<file path="config.mk">
export PLATFORM = sky130hd
export DESIGN_NAME = onehot_decoder_scan
export DESIGN_NICKNAME = d
export VERILOG_FILES = /design/src/rtl/decoder_pkg.sv /design/src/rtl/scan_tick_gen.sv /design/src/rtl/onehot_decoder_scan.sv
export SDC_FILE = /design/constraint.sdc
export NUM_CORES = 1
export LEC_CHECK = 0
export ABC_AREA = 1
export CAP_MARGIN = 20
export CORE_MARGIN = 2
export CORE_UTILIZATION = 60
export DETAILED_ROUTE_END_ITERATION = 8
export PLACE_DENSITY = 0.95
export SYNTH_ARGS = -nofsm -noshare
export SYNTH_HDL_FRONTEND = slang
export SYNTH_SLANG_ARGS = --single-unit
</file>
<file path="constraint.sdc">
create_clock -name clk -period 5.3 [get_ports clk]
set_clock_uncertainty 0.05 [all_clocks]
set_input_delay 0.795 -clock clk [delete_from_list [all_inputs] [get_ports clk]]
set_output_delay 0.795 -clock clk [all_outputs]
set_load 0.03 [all_outputs]
</file>
<file path="src/rtl/decoder_pkg.sv">
`default_nettype none
`timescale 1ns/1ps
// +--------------------------------------------------------------------------+
// | Package    : decoder_pkg                                                 |
// | Description: Shared types and constants for the one-hot decoder/scanner. |
// |              State encoding of the decoder FSM, mode and scan-direction  |
// |              codes as seen on the top-level `mode` and `dir` pins.       |
// | Revision   : 1.0 - initial release                                       |
// +--------------------------------------------------------------------------+
package decoder_pkg;

   // Decoder operating state
   typedef enum logic [1:0] {
      OFF    = 2'd0,
      DIRECT = 2'd1,
      SCAN   = 2'd2
   } state_t;

   // Values of the `mode` input
   localparam logic MODE_DIRECT = 1'b0;
   localparam logic MODE_SCAN   = 1'b1;

   // Values of the `dir` input
   localparam logic DIR_UP = 1'b0;
   localparam logic DIR_DN = 1'b1;

endpackage : decoder_pkg
`default_nettype wire

</file>
<file path="src/rtl/scan_tick_gen.sv">
`default_nettype none
`timescale 1ns/1ps
// +--------------------------------------------------------------------------+
// | Module     : scan_tick_gen                                               |
// | Description: Dwell counter for the auto-scan mode. Produces a step       |
// |              request `tick` once every max(dwell,1) running cycles.      |
// | Ports      : clk   - system clock                                        |
// |              rst   - asynchronous active-high reset (cnt = 0)            |
// |              clr   - synchronous clear of the counter (has priority)     |
// |              run   - count enable; tick can only assert while running    |
// |              dwell - cycles per step, 0 behaves as 1                     |
// |              tick  - combinational: step on the coming edge              |
// | Revision   : 1.0 - initial release                                       |
// +--------------------------------------------------------------------------+
module scan_tick_gen
   import decoder_pkg::*;
#(
   parameter int DWELL_W = 24
) (
   input  logic               clk,
   input  logic               rst,
   input  logic               clr,
   input  logic               run,
   input  logic [DWELL_W-1:0] dwell,
   output logic               tick
);

   logic [DWELL_W-1:0] r_cnt;
   logic [DWELL_W-1:0] w_dw_m1;
   logic               w_terminal;

   // dw - 1 with dw = max(dwell, 1); never underflows, so the unsigned
   // compare below is always well defined.
   assign w_dw_m1 = (dwell == '0) ? '0 : (dwell - DWELL_W'(1));

   // Compared against the live dwell value: lowering dwell below the current
   // count makes the very next running edge a step.
   assign w_terminal = (r_cnt >= w_dw_m1);
   assign tick       = run && w_terminal;

   // The counter restarts on every step, so it never exceeds dw - 1 and the
   // increment cannot wrap.
   always_ff @(posedge clk or posedge rst) begin
      if (rst) begin
         r_cnt <= '0;
      end else if (clr) begin
         r_cnt <= '0;
      end else if (run) begin
         if (w_terminal) begin
            r_cnt <= '0;
         end else begin
            r_cnt <= r_cnt + DWELL_W'(1);
         end
      end
   end

endmodule : scan_tick_gen
`default_nettype wire

</file>
<file path="src/rtl/onehot_decoder_scan.sv">
`default_nettype none
`timescale 1ns/1ps
// +--------------------------------------------------------------------------+
// | Module     : onehot_decoder_scan                                         |
// | Description: Registered SEL_W-to-OUT_W one-hot decoder with enable,      |
// |              direct-select capture and an auto-scan mode that steps the  |
// |              active output up/down every `dwell` cycles and pulses       |
// |              `wrap` when the index rolls over.                           |
// | Ports      : clk     - system clock                                      |
// |              rst     - asynchronous active-high reset                    |
// |              en      - 1 active, 0 output blanked with state held        |
// |              mode    - 0 DIRECT, 1 SCAN                                  |
// |              dir     - scan direction, 0 up, 1 down                      |
// |              sel     - index captured in DIRECT mode                     |
// |              sel_vld - capture strobe for sel                            |
// |              dwell   - cycles per scan step (0 behaves as 1)             |
// |              out     - registered one-hot output                         |
// |              idx     - registered current index                          |
// |              wrap    - one-cycle pulse on scan roll-over                 |
// | Revision   : 1.0 - initial release                                       |
// +--------------------------------------------------------------------------+
module onehot_decoder_scan
   import decoder_pkg::*;
#(
   parameter int SEL_W   = 3,
   parameter int OUT_W   = 2**SEL_W,
   parameter int DWELL_W = 24
) (
   input  logic               clk,
   input  logic               rst,
   input  logic               en,
   input  logic               mode,
   input  logic               dir,
   input  logic [SEL_W-1:0]   sel,
   input  logic               sel_vld,
   input  logic [DWELL_W-1:0] dwell,
   output logic [OUT_W-1:0]   out,
   output logic [SEL_W-1:0]   idx,
   output logic               wrap
);

   // OUT_W may equal 2**SEL_W, so the range check needs one extra bit.
   localparam logic [SEL_W:0]   C_OUT_W = (SEL_W+1)'(OUT_W);
   localparam logic [SEL_W-1:0] C_LAST  = SEL_W'(OUT_W - 1);

   state_t             r_state;
   state_t             w_state_nxt;
   logic [SEL_W-1:0]   r_idx;
   logic [SEL_W-1:0]   w_idx_nxt;
   logic [OUT_W-1:0]   r_out;
   logic               r_wrap;
   logic               w_wrap_nxt;
   logic               w_clr;
   logic               w_run;
   logic               w_tick;

   // ------------------------------------------------------------------
   // FSM: state register
   // ------------------------------------------------------------------
   always_ff @(posedge clk or posedge rst) begin
      if (rst) begin
         r_state <= OFF;
      end else begin
         r_state <= w_state_nxt;
      end
   end

   // ------------------------------------------------------------------
   // FSM: next state, a pure function of en/mode so any transition is legal
   // ------------------------------------------------------------------
   always_comb begin
      w_state_nxt = OFF;
      if (en) begin
         w_state_nxt = (mode == MODE_DIRECT) ? DIRECT : SCAN;
      end
   end

   // ------------------------------------------------------------------
   // Dwell counter control.
   // Counting only happens while staying in SCAN; the edge that enters SCAN
   // restarts the count so the first step lands dw cycles after entry.
   // DIRECT keeps the counter at zero; OFF freezes it.
   // ------------------------------------------------------------------
   assign w_run = (r_state == SCAN) && (w_state_nxt == SCAN);
   assign w_clr = ((w_state_nxt == SCAN) && (r_state != SCAN)) ||
                  (w_state_nxt == DIRECT);

   scan_tick_gen #(
      .DWELL_W (DWELL_W)
   ) u_tick (
      .clk   (clk),
      .rst   (rst),
      .clr   (w_clr),
      .run   (w_run),
      .dwell (dwell),
      .tick  (w_tick)
   );

   // ------------------------------------------------------------------
   // Next index and wrap flag. The action taken on an edge follows the
   // state being entered on that edge.
   // ------------------------------------------------------------------
   always_comb begin
      w_idx_nxt  = r_idx;
      w_wrap_nxt = 1'b0;
      case (w_state_nxt)
         DIRECT: begin
            // Out-of-range selects are dropped so idx never leaves 0..OUT_W-1
            if (sel_vld && ({1'b0, sel} < C_OUT_W)) begin
               w_idx_nxt = sel;
            end
         end
         SCAN: begin
            if (w_tick) begin
               if (dir == DIR_DN) begin
                  if (r_idx == '0) begin
                     w_idx_nxt  = C_LAST;
                     w_wrap_nxt = 1'b1;
                  end else begin
                     w_idx_nxt = r_idx - SEL_W'(1);
                  end
               end else begin
                  if (r_idx == C_LAST) begin
                     w_idx_nxt  = '0;
                     w_wrap_nxt = 1'b1;
                  end else begin
                     w_idx_nxt = r_idx + SEL_W'(1);
                  end
               end
            end
         end
         default: begin
            // OFF: index held, no wrap
         end
      endcase
   end

   // ------------------------------------------------------------------
   // Output registers. out is decoded from the same next index that idx
   // loads, so the two can never disagree while enabled.
   // ------------------------------------------------------------------
   always_ff @(posedge clk or posedge rst) begin
      if (rst) begin
         r_idx  <= '0;
         r_out  <= '0;
         r_wrap <= 1'b0;
      end else begin
         r_idx  <= w_idx_nxt;
         r_wrap <= w_wrap_nxt;
         if (w_state_nxt == OFF) begin
            r_out <= '0;
         end else begin
            r_out <= OUT_W'(1) << w_idx_nxt;
         end
      end
   end

   assign out  = r_out;
   assign idx  = r_idx;
   assign wrap = r_wrap;

endmodule : onehot_decoder_scan
`default_nettype wire

</file>
==> results of run 1 <==
==> metrics by stage <==
step / cell area, sq um / instances / setup WS (ns) / power [W]
6_report: 3890 / 573 / 1.05 / 0.000680
3_3_place_gp: 3800 / 565 / 1.04 / 0.000470
4_1_cts: 3890 / 573 / 1.13 / 0.000681
2_1_floorplan: 3280 / 455 / 1.85 / 0.000405
5_1_grt: 3890 / 573 / 0.644 / 0.000711
3_5_place_dp: 3800 / 565 / 0.866 / 0.000476
==> registers in the layout, indices dropped and copies added, names as in the netlist <==
name / cells
r_state: 2
wrap: 1
out: 8
idx: 3
u_tick.r_cnt: 24
==> placed cells by master, fill, tap and decap left out, drive strengths merged, types with 7 or more instances in the layout <==
master,instances
o22ai,11
nand3,39
clkbuf,7
nand4,7
inv,67
nor3,16
nor2,55
ha,31
a21oi,15
o21ai,20
nand2,95
clkdlybuf4s50,44
xor2,18
dfrtp,38
==> layout make-up <==
class / instances / area (sq um) / share of cell area, %
clock inverters: 1 / 5.00 / 0.128
flip-flops and latches: 38 / 951 / 24.4
repair buffers: 46 / 455 / 11.7
clock buffers: 7 / 86.3 / 2.22
well taps: 70 / 87.6 / 2.25
inverters: 68 / 255 / 6.55
multi-input cells: 343 / 2050 / 52.7
==> power by group through the flow <==
stage | logic [W] | registers, W | clock network, W
finish | 0.000166 | 0.000308 | 0.000207
global route | 0.000183 | 0.000309 | 0.000218
CTS | 0.000164 | 0.000308 | 0.000209
detailed placement | 0.000163 | 0.000313 | 0
global placement | 0.000157 | 0.000313 | 0
floorplan | 0.0000773 | 0.000328 | 0
==> worst paths after layout <==
path | startpoint | to
worst min register to register | u_tick.r_cnt[23] | u_tick.r_cnt[23]
worst min-delay path | u_tick.r_cnt[23] | u_tick.r_cnt[23]
min in group asynchronous | rst | u_tick.r_cnt[3]
worst max-delay path | dwell[2] | out[0]
max in group asynchronous | rst | out[4]
worst max register to register | u_tick.r_cnt[17] | out[0]
==> kinds of logic after synthesis <==
| kind of cell | share of synthesized area [%] |
|---|---|
| AOI/OAI and AO/OA | 11.8 |
| xor gates and xnor gates | 5.87 |
| adders and majority gates | 11.8 |
| buffers and inverters | 8.50 |
| DFF | 29.0 |
| muxes | 0.305 |
| and+or+nand+nor | 32.8 |
==> routing by layer <==
layer	up-vias	GRT usage (%)	wire, um
met4	0	11.9	257
li1	1596	-	-
met1	1461	33.8	3430
met2	174	49.7	3970
met5	-	0	0
met3	28	4.88	595
==> critical path, cell delays in order <==
cell and delay (ns):
clkdlybuf4s50_1 0.45, nor2_1 0.20, nand3_1 0.17, nor3_2 0.19, inv_1 0.08, nor2_1 0.27
nand2_1 0.13, clkinv_1 0.10, nand3_1 0.09, a21boi_1 0.14, o21ai_1 0.10, ha_1 0.29
nand2_1 0.07, nor2_1 0.05, nand2_1 0.09, inv_1 0.05, nand2_1 0.07, nand3_1 0.07
nor2_1 0.16, nand2_2 0.14, nand2_2 0.11, nand2_1 0.06, nand3_1 0.07, nand2_1 0.13
inv_1 0.10, nand2_1 0.06, nor2_1 0.12
==> impl_metrics.ini, run 1 <==
[worst_setup_path]
crit_path_start_kind = primary input
crit_type = primary input to register
cp_max_fo = 6
worst_r2r_path_depth = 16
crit_arrival_ns = 4.40
endpoint_kind = register
reg2reg_slack_ns = 2.98
cp.required_ns = 5.46

[floorplanning]
die_h_um = 78.0
die_w_um = 78.0
core_sq_mm = 0.00520
die_area_sq_mm = 0.00608
io_pins = 45
fp-row-count = 26
start_util_pct = 63.1

[power]
p_leak_nw = 1.85
power_switching_w = 0.000208
vdd_ir_drop_max_mv = 0.172
combinationalPowerShare_pct = 24.4
p_sw_share_pct = 30.5
power_density_mw_per_mm2 = 175
p_seq_share_pct = 45.2
internal_power_w = 0.000473
power_frac_clock_pct = 30.4

[cells_and_area]
diodes = 0
utilization_pct = 74.8
fill_cells = 415
nNetsFinal = 566
drive_gt1_share_pct = 6.96
syn2layout_area_growth_pct = 18.6

[hold_path]
hp-class = register to register
whs_path_depth = 2

[synth]
syn_area_per_cell_sq_um = 7.22
synthTopCellsByArea = dfrtp_1, ha_1, nand2_1, inv_1, nand3_1
syn_nets = 519
netlist.top_cell.by_area = dfrtp_1
synth_edf_count = 0
synth_commonest_cells = nand2_1, inv_1, nor2_1
yosys_register_bits = 38
synth_top_flop_cell = dfrtp_1
yosysSeqAreaShare_pct = 29.0
synth_cell_types = 47
synth.cell_area_sq_mm = 0.00328
async_flop_share_pct = 100
synth_warnings = 0
synth_cells = 455
yosysMostFrequentCell = nand2_1
synth_top_area_share_pct = 29.0

[sta]
finalCritPeriodShare_pct = 80.1
max_slew.worst_pin.slew_ns = 0.853
finalCriticalPeriod_ns = 4.25
tns_ns = 0
maxSlewViolCount = 0
setup_viol = 0
slew_headroom_pct = 43.0
final_hold_viol_count = 0
holdWs_ns = 0.516
rsz0062_at_grt = false
fmax_mhz = 235

[clock_network]
ctsRootBufferMaster = clkbuf_8
post-cts-setup-buffers = 0
cts_buffers = 5
cts_buffer_depth = 2
clock_latency_ns = 0.29
h-tree-depth = 2
cts_sinks = 38
clk_pin_slew_ns = 0.08
cts-hold-fix-buffers = 0
post_cts_resized = 0
cts_tree = done

[route]
dr_total_vias = 3259
wl_per_cell_um = 14.4
drtIter0Drc = 193
antenna_left = 0
drc = 0
via_per_inst = 5.69
wirelength_mm = 8.26
dr.pass1.iters = 6

[global_route]
grt_overflow = 0
antenna_found_initial = 0
grt_pass1_vias = 3163
grt_pass1_wl_mm = 13.8
grt_max_degree = 39
grtUsageTotal_pct = 28.2

[run]
drv_cap = 0

[place]
dp_hpwl_mm = 6.39
io_buffers = 44
place.gp.congestion = 0.944

[outcome]
status = complete, no violations
(Power assumes the default switching activity.)
==> run 2, diff against run 1 <==
--- a/config.mk
+++ b/config.mk
@@ -8,9 +8,9 @@
 export ABC_AREA = 1
 export CAP_MARGIN = 20
 export CORE_MARGIN = 2
-export CORE_UTILIZATION = 60
+export CORE_UTILIZATION = 51
 export DETAILED_ROUTE_END_ITERATION = 8
-export PLACE_DENSITY = 0.95
+export PLACE_DENSITY = 0.87
 export SYNTH_ARGS = -nofsm -noshare
 export SYNTH_HDL_FRONTEND = slang
 export SYNTH_SLANG_ARGS = --single-unit
==> constraint.sdc (replaced) <==
create_clock -name clk -period 3.5 [get_ports clk]
set_clock_uncertainty 0.05 [all_clocks]
set_input_delay 0.525 -clock clk [delete_from_list [all_inputs] [get_ports clk]]
set_output_delay 0.525 -clock clk [all_outputs]
set_load 0.03 [all_outputs]
==> impl_metrics.ini, run 2 (same netlist as run 1, synthesis figures left out) <==
[power]
p_sw_share_pct = 31.6
combinationalPowerShare_pct = 28.2
internal_power_w = 0.000749
power_frac_clock_pct = 29.1
p_leak_nw = 2.28
power_density_mw_per_mm2 = 239
vdd_ir_drop_max_mv = 0.323
p_seq_share_pct = 42.7
power_switching_w = 0.000345

[clock_network]
clock_latency_ns = 0.30
h-tree-depth = 2
ctsRootBufferMaster = clkbuf_8
clk_pin_slew_ns = 0.08
cts_buffers = 5
cts_sinks = 38
cts_tree = done
cts_buffer_depth = 2

[cells_and_area]
fill_cells = 460
drive_gt1_share_pct = 25.0
final_common_cell = nand2_1
fin_cells = 640
nNetsFinal = 626
diodes = 0
largest-register = u_tick.r_cnt
largest_register_ffs = 24
layout_common_cells = nand2_1, buf_4, inv_1
finalInstanceArea_sq_mm = 0.00457
syn2layout_area_growth_pct = 39.2

[route]
wirelength_mm = 9.86
via_per_inst = 5.48
wl_met2_mm = 5.10
dr_total_vias = 3509
wl_met1_mm = 4.05
drc = 0
wl_per_cell_um = 15.4
drtIter0Drc = 158
dr.pass1.iters = 4
wl_met3_um = 464
antenna_left = 0
top_layer = met4

[worst_setup_path]
crit_type = primary input to register
endpoint_kind = register
crit_path_start_kind = primary input
crit_arrival_ns = 3.53
cp.required_ns = 3.66
cp_max_fo = 9

[global_route]
grtUsageTotal_pct = 25.6
grt_max_degree = 39
antenna_found_initial = 0
grt_pass1_wl_mm = 15.0
grt_overflow = 0
grt_pass1_vias = 3583

[place]
placed_area_sq_mm = 0.00420
io_buffers = 44
dp_slack_ns = -0.480
place.gp.congestion = 0.875
dp_hpwl_mm = 7.11
post-place-cells = 623

[floorplanning]
die_area_sq_mm = 0.00710
start_util_pct = 52.3
die_w_um = 84.3
io_pins = 45
core_sq_mm = 0.00628
fp-row-count = 29
die_h_um = 84.3

[sta]
max_slew.worst_pin.slew_ns = 0.496
setup_ws_ns = 0.123
slew_headroom_pct = 66.7
setup_viol = 0
final_hold_viol_count = 0
fmax_mhz = 296
holdWs_ns = 0.496
finalCriticalPeriod_ns = 3.38
maxSlewViolCount = 0
finalCritPeriodShare_pct = 96.5

[run]
drv_cap = 0

[hold_path]
hp-class = register to register

[outcome]
status = complete, no violations
run 2: cell types whose count changed in the layout (fill, tap and decap cells not counted), sizes merged:
cell,previous run,this run
dlymetal6s2s,0,12
clkbuf,7,9
clkdlybuf4s50,44,30
inv,67,68
clkinv,2,1
buf,2,62
run 2: area by class of cell:
type                            count  area (sq um)  area share [%]
Tap cell                           77          96.3            2.11
Clock inverter                      1          5.00           0.109
Inverter                           68           255            5.58
Timing Repair Buffer              106           933            20.4
Clock buffer                        7          86.3            1.89
Sequential cell                    38           951            20.8
Multi-Input combinational cell    343          2240            49.1
run 2: critical path, cell delays in order:
cell and delay [ns]:
clkdlybuf4s50_1 0.49, nor2_1 0.18, nand2_1 0.14, nor2_1 0.23, nand3_1 0.18, a21boi_0 0.17
o21ai_1 0.13, ha_1 0.26, nand2_1 0.08, nor2_1 0.06, nand2_2 0.09, inv_1 0.05
nand2_1 0.05, nand3_1 0.07, nor2_2 0.17, nand3_1 0.09, buf_4 0.19, buf_4 0.17
o21ai_0 0.20
run 2: power by group through the flow:
stage | Sequential, W | Clock [W] | Combinational [W]
2_1_floorplan | 0.000497 | 0 | 0.000117
3_3_place_gp | 0.000474 | 0 | 0.000271
3_5_place_dp | 0.000474 | 0 | 0.000283
4_1_cts | 0.000466 | 0.000321 | 0.000287
5_1_grt | 0.000468 | 0.000338 | 0.000335
6_report | 0.000467 | 0.000318 | 0.000309
run 2: metrics by stage:
stage	setup TNS [ns]	power, W	util (%)
6_report	0	0.00109	72.8
5_1_grt	-0.817	0.00114	72.8
4_1_cts	0	0.00107	68.8
3_5_place_dp	-12.59	0.000756	66.8
3_3_place_gp	-7.03	0.000746	66.8
2_1_floorplan	0	0.000614	-
run 2: final timing paths:
kind / cells after the start / startpoint / slack [ns] / end
setup reg to reg: 15 / u_tick.r_cnt[17] / 1.33 / out[5]
min in group asynchronous: 3 / rst / 0.59 / u_tick.r_cnt[0]
max in group asynchronous: 3 / rst / 2.47 / out[3]
hold / removal: 1 / u_tick.r_cnt[0] / 0.50 / u_tick.r_cnt[0]
setup / recovery: 19 / dwell[14] / 0.12 / u_tick.r_cnt[10]
hold reg to reg: 1 / u_tick.r_cnt[0] / 0.50 / u_tick.r_cnt[0]
run 2: what timing repair did:
action | in CTS | in global routing
endpoints found under the setup margin | 29 | 36
buffers inserted | 0 | 10
gates resized for setup | 10 | 66
pin swaps | 4 | 34
hold buffers | 0 | 0
run 2: routing by layer:
layer | global-route usage, % | vias up
li1 | - | 1723
met1 | 29.2 | 1641
met2 | 47.5 | 121
met3 | 3.64 | 24
met4 | 10.7 | 0
met5 | 0 | -
